[src/rtl/mem_arbiter_if.sv]
// Bundles the instruction port, data port and RAM-side signals of the memory arbiter.
// The arbiter uses the slave modport; the requester/RAM environment uses master.
interface mem_arbiter_if;
  // instruction requester
  logic        iREN;
  logic [31:0] iaddr;
  logic        iwait;
  logic [31:0] iload;
  // data requester
  logic        dREN;
  logic        dWEN;
  logic [31:0] daddr;
  logic [31:0] dstore;
  logic        dwait;
  logic [31:0] dload;
  // RAM
  logic        ramREN;
  logic        ramWEN;
  logic [31:0] ramaddr;
  logic [31:0] ramstore;
  logic [31:0] ramload;
  logic [1:0]  ramstate;

  modport slave (
    input  iREN, iaddr, dREN, dWEN, daddr, dstore, ramload, ramstate,
    output iwait, iload, dwait, dload, ramREN, ramWEN, ramaddr, ramstore
  );

  modport master (
    output iREN, iaddr, dREN, dWEN, daddr, dstore, ramload, ramstate,
    input  iwait, iload, dwait, dload, ramREN, ramWEN, ramaddr, ramstore
  );
endinterface

[src/rtl/mem_arbiter.sv]
// Two-requester memory arbiter: data side has priority over instruction side, one RAM
// transaction outstanding, ERROR responses retried up to RETRY_MAX times before the
// transaction completes with zero data.
module mem_arbiter #(
  parameter int unsigned RETRY_MAX = 15
) (
  input logic          CLK,
  input logic          nRST,
  mem_arbiter_if.slave bus
);

  localparam logic [1:0] RAM_ACCESS = 2'd2;
  localparam logic [1:0] RAM_ERROR  = 2'd3;

  typedef enum logic [1:0] {IDLE, IGRANT, DGRANT, RETRY} state_e;

  state_e      state_q, state_d;
  logic [31:0] addr_q, addr_d;
  logic [31:0] store_q, store_d;
  logic        wen_q, wen_d;
  logic        dside_q, dside_d;  // grant state to resume after RETRY
  logic [3:0]  retry_q, retry_d;

  logic        abort;
  logic        cpl;
  logic [31:0] cpl_data;

  logic        iwait, dwait, ram_ren, ram_wen;
  logic [31:0] iload, dload, ram_addr, ram_store;

  // State and latched-request registers; reset drops any RAM request at once.
  always_ff @(posedge CLK or negedge nRST) begin
    if (!nRST) begin
      state_q <= IDLE;
      addr_q  <= '0;
      store_q <= '0;
      wen_q   <= 1'b0;
      dside_q <= 1'b0;
      retry_q <= '0;
    end else begin
      state_q <= state_d;
      addr_q  <= addr_d;
      store_q <= store_d;
      wen_q   <= wen_d;
      dside_q <= dside_d;
      retry_q <= retry_d;
    end
  end

  // Arbitration, RAM handshake, retry/abort handling and requester responses.
  always_comb begin
    state_d   = state_q;
    addr_d    = addr_q;
    store_d   = store_q;
    wen_d     = wen_q;
    dside_d   = dside_q;
    retry_d   = retry_q;
    abort     = 1'b0;
    cpl       = 1'b0;
    cpl_data  = '0;
    ram_ren   = 1'b0;
    ram_wen   = 1'b0;
    ram_addr  = '0;
    ram_store = '0;
    iwait     = 1'b1;
    dwait     = 1'b1;
    iload     = '0;
    dload     = '0;

    unique case (state_q)
      IDLE: begin
        if (bus.dREN || bus.dWEN) begin
          state_d = DGRANT;
          addr_d  = bus.daddr;
          store_d = bus.dstore;
          wen_d   = bus.dWEN;  // read+write together counts as a write
          dside_d = 1'b1;
        end else if (bus.iREN) begin
          state_d = IGRANT;
          addr_d  = bus.iaddr;
          store_d = '0;
          wen_d   = 1'b0;
          dside_d = 1'b0;
        end
      end
      IGRANT, DGRANT: begin
        ram_ren   = ~wen_q;
        ram_wen   = wen_q;
        ram_addr  = addr_q;
        ram_store = store_q;
        if (state_q == IGRANT) begin
          abort = !bus.iREN || (bus.iaddr != addr_q);
        end else begin
          abort = !(bus.dREN || bus.dWEN) || (bus.daddr != addr_q);
        end
        // A requester that walked away gets nothing, even if the RAM finished.
        if (abort) begin
          state_d = IDLE;
        end else if (bus.ramstate == RAM_ACCESS) begin
          cpl      = 1'b1;
          cpl_data = wen_q ? 32'd0 : bus.ramload;
          state_d  = IDLE;
        end else if (bus.ramstate == RAM_ERROR) begin
          if (retry_q == RETRY_MAX[3:0]) begin
            cpl     = 1'b1;
            state_d = IDLE;
          end else begin
            retry_d = retry_q + 4'd1;
            state_d = RETRY;
          end
        end
      end
      RETRY: begin
        state_d = dside_q ? DGRANT : IGRANT;
      end
      default: state_d = IDLE;
    endcase

    if (cpl) begin
      if (dside_q) begin
        dwait = 1'b0;
        dload = cpl_data;
      end else begin
        iwait = 1'b0;
        iload = cpl_data;
      end
    end

    if (state_d == IDLE) begin
      retry_d = '0;
    end
  end

  assign bus.iwait    = iwait;
  assign bus.iload    = iload;
  assign bus.dwait    = dwait;
  assign bus.dload    = dload;
  assign bus.ramREN   = ram_ren;
  assign bus.ramWEN   = ram_wen;
  assign bus.ramaddr  = ram_addr;
  assign bus.ramstore = ram_store;

endmodule

[src/flat_wrapper.sv]
// flat-port wrapper written by rule: the top's interface ports become plain ports
module mem_arbiter_flat 
#(
  parameter int unsigned RETRY_MAX = 15
)
  (CLK, nRST, bus_iREN, bus_iaddr, bus_dREN, bus_dWEN, bus_daddr, bus_dstore, bus_ramload, bus_ramstate, bus_iwait, bus_iload, bus_dwait, bus_dload, bus_ramREN, bus_ramWEN, bus_ramaddr, bus_ramstore);
  mem_arbiter_if bus_i ();
  input logic CLK;
  input logic nRST;
  input wire logic [$bits(bus_i.iREN)-1:0] bus_iREN;
  input wire logic [$bits(bus_i.iaddr)-1:0] bus_iaddr;
  input wire logic [$bits(bus_i.dREN)-1:0] bus_dREN;
  input wire logic [$bits(bus_i.dWEN)-1:0] bus_dWEN;
  input wire logic [$bits(bus_i.daddr)-1:0] bus_daddr;
  input wire logic [$bits(bus_i.dstore)-1:0] bus_dstore;
  input wire logic [$bits(bus_i.ramload)-1:0] bus_ramload;
  input wire logic [$bits(bus_i.ramstate)-1:0] bus_ramstate;
  output wire logic [$bits(bus_i.iwait)-1:0] bus_iwait;
  output wire logic [$bits(bus_i.iload)-1:0] bus_iload;
  output wire logic [$bits(bus_i.dwait)-1:0] bus_dwait;
  output wire logic [$bits(bus_i.dload)-1:0] bus_dload;
  output wire logic [$bits(bus_i.ramREN)-1:0] bus_ramREN;
  output wire logic [$bits(bus_i.ramWEN)-1:0] bus_ramWEN;
  output wire logic [$bits(bus_i.ramaddr)-1:0] bus_ramaddr;
  output wire logic [$bits(bus_i.ramstore)-1:0] bus_ramstore;
  assign bus_i.iREN = bus_iREN;
  assign bus_i.iaddr = bus_iaddr;
  assign bus_i.dREN = bus_dREN;
  assign bus_i.dWEN = bus_dWEN;
  assign bus_i.daddr = bus_daddr;
  assign bus_i.dstore = bus_dstore;
  assign bus_i.ramload = bus_ramload;
  assign bus_i.ramstate = bus_ramstate;
  assign bus_iwait = bus_i.iwait;
  assign bus_iload = bus_i.iload;
  assign bus_dwait = bus_i.dwait;
  assign bus_dload = bus_i.dload;
  assign bus_ramREN = bus_i.ramREN;
  assign bus_ramWEN = bus_i.ramWEN;
  assign bus_ramaddr = bus_i.ramaddr;
  assign bus_ramstore = bus_i.ramstore;
  mem_arbiter #(.RETRY_MAX(RETRY_MAX)) u_core (.CLK(CLK), .nRST(nRST), .bus(bus_i));
endmodule
[config.mk]
export PLATFORM = sky130hd
export DESIGN_NAME = mem_arbiter_flat
export DESIGN_NICKNAME = d
export VERILOG_FILES = /design/src/rtl/mem_arbiter_if.sv /design/src/rtl/mem_arbiter.sv /design/src/flat_wrapper.sv
export SDC_FILE = /design/constraint.sdc
export NUM_CORES = 1
export LEC_CHECK = 0
export CAP_MARGIN = 20
export CORE_MARGIN = 1
export CORE_UTILIZATION = 43
export CTS_CLUSTER_SIZE = 28
export DETAILED_ROUTE_END_ITERATION = 6
export GPL_ROUTABILITY_DRIVEN = 0
export PLACE_DENSITY_LB_ADDON = 0.25
export SYNTH_ARGS = -nofsm -noshare
export SYNTH_HDL_FRONTEND = slang
export SYNTH_SLANG_ARGS = --single-unit
[constraint.sdc]
create_clock -name CLK -period 7.17 [get_ports CLK]
set_clock_uncertainty 0.2 [all_clocks]
set_input_delay 1.7925 -clock CLK [delete_from_list [all_inputs] [get_ports CLK]]
set_output_delay 1.7925 -clock CLK [all_outputs]
set_load 0.01 [all_outputs]
==> results.json, run 1 <==
{
  "synth_edf_count": 0,
  "postLayoutSetupSlackWorst_ps": 438,
  "fin_crit_ps": 6730,
  "yosysWarningCount": 0,
  "wl_per_cell_um": 16.8,
  "cts_buffer_depth": 2,
  "dp_hpwl_um": 12000,
  "worstSetupStartpointType": "input pin",
  "overflow": 0,
  "finalSetupTns_ps": 0,
  "r2r_slack_ps": 4090,
  "slew_headroom_pct": 36.8,
  "boundaryPins": 267,
  "avgSynthCellArea_um2": 8.94,
  "power.density_nw_per_um2": 335,
  "cts.clk_slew.worst_paths_ps": 60,
  "seq_area_frac_synth_pct": 36.9,
  "hp-start": "u_core.store_q[29]",
  "final_core_util_pct": 72.7,
  "cts_inserted_buffers": 9,
  "r2r-start": "u_core.state_q[0]",
  "grt_pass1_vias": 4638,
  "grt_pass1_wl_um": 24000,
  "die_h_um": 109,
  "dr.first_iter.drc_count": 264,
  "fp.dieW_um": 109,
  "antennaDiodeCount": 0,
  "worst_pin_slew_ps": 948,
  "criticalPathCategory": "in2out",
  "layout_common_cells": "clkdlybuf4s50_1, dfrtp_1, and2_1",
  "status": "complete, no violations",
  "ys_ff_latch": 72,
  "critPathArrivalTime_ps": 4740,
  "synth_cell_type_count": 40,
  "drv_cap": 0,
  "viasPerCell": 5.14,
  "whs_ps": 296,
  "clock-root-buffer": "clkbuf_16",
  "drt-pass1-iter-count": 4,
  "layout.nets": 931,
  "vias": 4807,
  "r2r_end": "u_core.retry_q[2]",
  "fmax_mhz": 149,
  "finalCritPeriodShare_pct": 93.9,
  "hold_viol": 0,
  "postSynthCellCount": 546,
  "final_common_cell": "clkdlybuf4s50_1",
  "cts_sinks": 72,
  "hold_class": "reg2reg",
  "crit_path_end_kind": "output pin",
  "drive_above_1_share_pct": 5.40,
  "drv_slew": 0,
  "post-place-ws_ps": 462,
  "remaining_drc_errors": 0,
  "cp_data_required_time_ps": 5180,
  "critPathMaxFanout": 32,
  "antenna_found_initial": 0,
  "coreArea_um2": 10900,
  "rows": 38,
  "leakage_nw": 3.17,
  "setup_viol": 0,
  "die_area_um2": 11800,
  "cts-htree-levels": 3,
  "finalWirelength_um": 15700,
  "clk_latency_ps": 320,
  "start_util_pct": 44.6,
  "reg2reg_depth": 9,
  "ctsHoldBuffers": 0,
  "ant_nets": 0,
  "rsz0062_at_grt": "false",
  "hold_end": "u_core.store_q[29]",
  "async_flop_share_pct": 100,
  "port_buffers": 266,
  "area_growth_pct": 63.0,
  "cts_tree": "done",
  "peakVddDrop_mv": 0.222,
  "holdPathStages": 1,
  "postSynthNetCount": 686,
  "grt_max_degree": 97,
  "ctsResizeCount": 0,
  "netlist_area_um2": 4880,
  "synth-main-ff-cell": "dfrtp_1",
  "track_usage_pct": 26.7,
  "cts_setup_buffers": 0,
  "p_total_w": 0.00266
}
## flip-flops by register name (all words and copies together) (netlist names)
register	count
u_core.addr_q	32
u_core.store_q	32
u_core.state_q	2
u_core.wen_q	1
u_core.retry_q	4
u_core.dside_q	1
## routing by layer
layer	global-route usage [%]	routed length, um	up-vias
li1	-	-	2320
met2	45.7	7760	192
met5	0	0	-
met3	7.47	1160	38
met4	13.0	614	0
met1	30.4	6190	2257
## Yosys cell counts (12+ instances only)
| cell type | number | area, um^2 |
|---|---|---|
| clkbuf_1 | 23 | 86.3 |
| nand2b_1 | 32 | 200 |
| xor2_1 | 32 | 280 |
| nor2_1 | 61 | 229 |
| a22o_1 | 32 | 280 |
| mux2i_1 | 32 | 320 |
| nand2_1 | 41 | 154 |
| and2_1 | 64 | 400 |
| o21ai_0 | 33 | 165 |
| xnor2_1 | 32 | 280 |
| nand4_1 | 12 | 75.1 |
| dfrtp_1 | 72 | 1800 |
## cell families (layout without fill, tap and decap cells)
group | Yosys count | in the layout | synth area share, %
mux | 32 | 32 | 6.56
buf+inv | 44 | 294 | 4.64
flops | 72 | 72 | 36.9
compound gates | 86 | 86 | 12.4
xor+xnor | 64 | 64 | 11.5
fa+ha+maj | 5 | 5 | 1.28
simple gates | 243 | 243 | 26.7
## critical path: stages
cell and delay (ps):
clkdlybuf4s50_1 440, xor2_1 160, nor4_1 510, nand4_1 230, o31ai_4 400, nand3_4 380
nor2_1 230, clkdlybuf4s50_1 570
## metrics by stage
stage               cell area, um^2  std cells
floorplan                      4880        546
global placement               7570        919
detailed placement             7580        920
CTS                            7960        936
global route                   7960        936
finish                         7960        936
## how the worst max path moves through the flow
stage	slack, ps	cells past startpoint	from	end
floorplan	1920	7	bus_daddr[27]	bus_dload[10]
global placement	510	8	bus_daddr[26]	bus_iload[20]
detailed placement	460	8	bus_daddr[26]	bus_dload[23]
CTS	460	8	bus_daddr[26]	bus_dload[23]
global route	360	8	bus_daddr[26]	bus_dload[29]
finish	440	8	bus_daddr[26]	bus_dload[23]
## where the power goes
group	total, W	internal (W)	switching, W	leakage (nW)
Sequential	0.000786	0.000590	0.000196	0.892
Combinational	0.00133	0.000716	0.000609	2.10
Clock	0.000553	0.000385	0.000168	0.176
Total	0.00266	0.00169	0.000974	3.17
## area by class of cell
cell class / instances / area [um^2]
flip-flops and latches: 72 / 1800
fillers: 806 / 2980
clock buffers: 11 / 243
repair buffers: 271 / 2710
clock inverters: 5 / 128
multi-input cells: 430 / 2880
inverters: 7 / 26.3
well taps: 140 / 175
No activity file was read; power rests on OpenSTA's default activity.
==> inputs of run 2 (changes only) <==
--- a/config.mk
+++ b/config.mk
@@ -11,7 +11,9 @@
 export CTS_CLUSTER_SIZE = 28
 export DETAILED_ROUTE_END_ITERATION = 6
 export GPL_ROUTABILITY_DRIVEN = 0
+export GPL_TIMING_DRIVEN = 0
 export PLACE_DENSITY_LB_ADDON = 0.25
+export SKIP_CTS_REPAIR_TIMING = 1
 export SYNTH_ARGS = -nofsm -noshare
 export SYNTH_HDL_FRONTEND = slang
 export SYNTH_SLANG_ARGS = --single-unit
==> run 2 against run 1 <==
Compared with the run above: final cell count rose by 3.4%; register-to-register slack gained 430 ps; worst setup slack gained 1.3 ps; design area is 1.2% higher; via count up 5.1%; global-route usage grew 2.6 points; utilization increased by 0.87 points; clock power decreased by 17%; critical path depth is 1 higher; sequential power decreased by 1%; wire length rose by 9.5%; largest cell class is now buffers; largest power group unchanged.
==> results.json, run 2 (synthesis results as in run 1) <==
{
  "final_area_um2": 8050,
  "dp_hpwl_um": 13500,
  "dr.first_iter.drc_count": 344,
  "coreArea_um2": 10900,
  "cts_buffer_depth": 2,
  "area_growth_pct": 64.9,
  "overflow": 0,
  "grt_use_met3_pct": 6.99,
  "track_usage_pct": 29.2,
  "cts_tree": "done",
  "antennaDiodeCount": 0,
  "cts_sinks": 72,
  "internal-power_w": 0.00161,
  "rows": 38,
  "fp.dieW_um": 109,
  "die_area_um2": 11800,
  "path_common_cell": "clkdlybuf4s50_1",
  "start_util_pct": 44.6,
  "ant_nets": 0,
  "worstSetupStartpointType": "input pin",
  "drt-pass1-iter-count": 5,
  "dp.cells": 953,
  "cts.clk_slew.worst_paths_ps": 50,
  "postPlaceCellArea_um2": 7740,
  "cp_slowest_stage_delay_ps": 570,
  "finalSetupTns_ps": 0,
  "critPathMaxFanout": 10,
  "cts_inserted_buffers": 9,
  "hold_viol": 0,
  "fmax_mhz": 149,
  "boundaryPins": 267,
  "cts-htree-levels": 3,
  "hold_class": "reg2reg",
  "layout.nets": 964,
  "slowest_stage": "clkdlybuf4s50_1",
  "critPathArrivalTime_ps": 4740,
  "clockPowerShare_pct": 17.5,
  "grt_pass1_vias": 5183,
  "status": "complete, no violations",
  "vias": 5053,
  "antenna_found_initial": 0,
  "crit_family": "buffers and inverters",
  "viasPerCell": 5.22,
  "cp_data_required_time_ps": 5180,
  "drive_above_1_share_pct": 5.43,
  "stdcell_count": 968,
  "r2r_slack_ps": 4520,
  "clock-root-buffer": "clkbuf_16",
  "rsz0062_at_grt": "false",
  "finalCritPeriodShare_pct": 93.9,
  "p_total_w": 0.00263,
  "criticalPathCategory": "in2out",
  "met1_usage_pct": 31.0,
  "drv_cap": 0,
  "grt_pass1_wl_um": 26000,
  "power_frac_seq_pct": 29.5,
  "leakage_nw": 3.22,
  "critical_path.cell_chain": "clkdlybuf4s50_1 -> xor2_1 -> nor4_1 -> nand4_1 -> o31ai_4 -> nand3b_4 -> buf_6 -> nor2_1 -> clkdlybuf4s50_1",
  "layout_common_cells": "clkdlybuf4s50_1, dfrtp_1, and2_1",
  "clk_latency_ps": 330,
  "reg.largest.list": "u_core.addr_q (32), u_core.store_q (32), u_core.retry_q (4)",
  "final_common_cell": "clkdlybuf4s50_1",
  "setup_viol": 0,
  "die_h_um": 109,
  "finalWirelength_um": 17200,
  "met2_usage_pct": 53.8,
  "gr-max-usage-layer": "met2",
  "peakVddDrop_mv": 0.204,
  "slew_headroom_pct": 28.9,
  "power.density_nw_per_um2": 327,
  "wl_per_cell_um": 17.8,
  "drv_slew": 0,
  "crit_path_end_kind": "output pin",
  "swShare_pct": 38.9,
  "worst_pin_slew_ps": 1060,
  "power.share.combinational_pct": 53.0,
  "fin_crit_ps": 6730,
  "p_sw_w": 0.00102,
  "remaining_drc_errors": 0,
  "port_buffers": 266,
  "path_buf_inv": 3,
  "grt_max_degree": 72
}
## run 2: cell types whose count changed in the layout (fill, tap and decap cells not counted), moves of 3 or more
cell       before  now
bufinv_16       4    1
buf_1           0    5
buf_4           5    1
clkbuf_1        1   23
buf_6           0    8
## run 2: path summary, 6_finish.rpt
check | from | end | cells past startpoint
max in group asynchronous | nRST | u_core.store_q[31] | 2
min | u_core.store_q[31] | u_core.store_q[31] | 1
min reg2reg | u_core.store_q[31] | u_core.store_q[31] | 1
min in group asynchronous | nRST | u_core.addr_q[19] | 1
max reg2reg | u_core.addr_q[5] | u_core.retry_q[2] | 7
max | bus_daddr[5] | bus_iload[19] | 9
## run 2: stage by stage
stage	worst slack, ps	utilization [%]	hold slack [ps]
floorplan	1920	-	258
global placement	583	70.6	275
detailed placement	561	70.8	274
CTS	451	73.6	294
global route	304	73.6	310
finish	439	73.6	294
## run 2: layer usage
layer / wire, um / vias to the layer above
li1: - / 2385
met1: 6360 / 2411
met2: 8880 / 220
met3: 1420 / 37
met4: 547 / 0
met5: 0 / -
## run 2: area by class of cell
class | instances | area, um^2
buffer | 37 | 200
clock buffer | 12 | 267
clock inverter | 3 | 40.0
fill | 809 | 2890
inverter | 7 | 26.3
multi-input combinational | 430 | 2850
sequential | 72 | 1800
tap | 140 | 175
timing repair buffer | 267 | 2690
## run 2: worst register-to-register path, delay by kind of cell, from the launching register on
family | cells | cell delay, ps
AOI/OAI and AO/OA | 2 | 670
buffers and inverters | 1 | 210
DFF | 1 | 430
and+or+nand+nor | 3 | 880
xor gates and xnor gates | 1 | 190
## run 2: power by group through the flow
| stage | registers [W] | logic [W] | clock network, W |
|---|---|---|---|
| 2_1_floorplan | 0.000724 | 0.000776 | 0 |
| 5_1_grt | 0.000800 | 0.00151 | 0.000481 |
| 3_5_place_dp | 0.000771 | 0.00139 | 0 |
| 4_1_cts | 0.000772 | 0.00140 | 0.000464 |
| 3_3_place_gp | 0.000759 | 0.00136 | 0 |
| 6_report | 0.000777 | 0.00140 | 0.000461 |
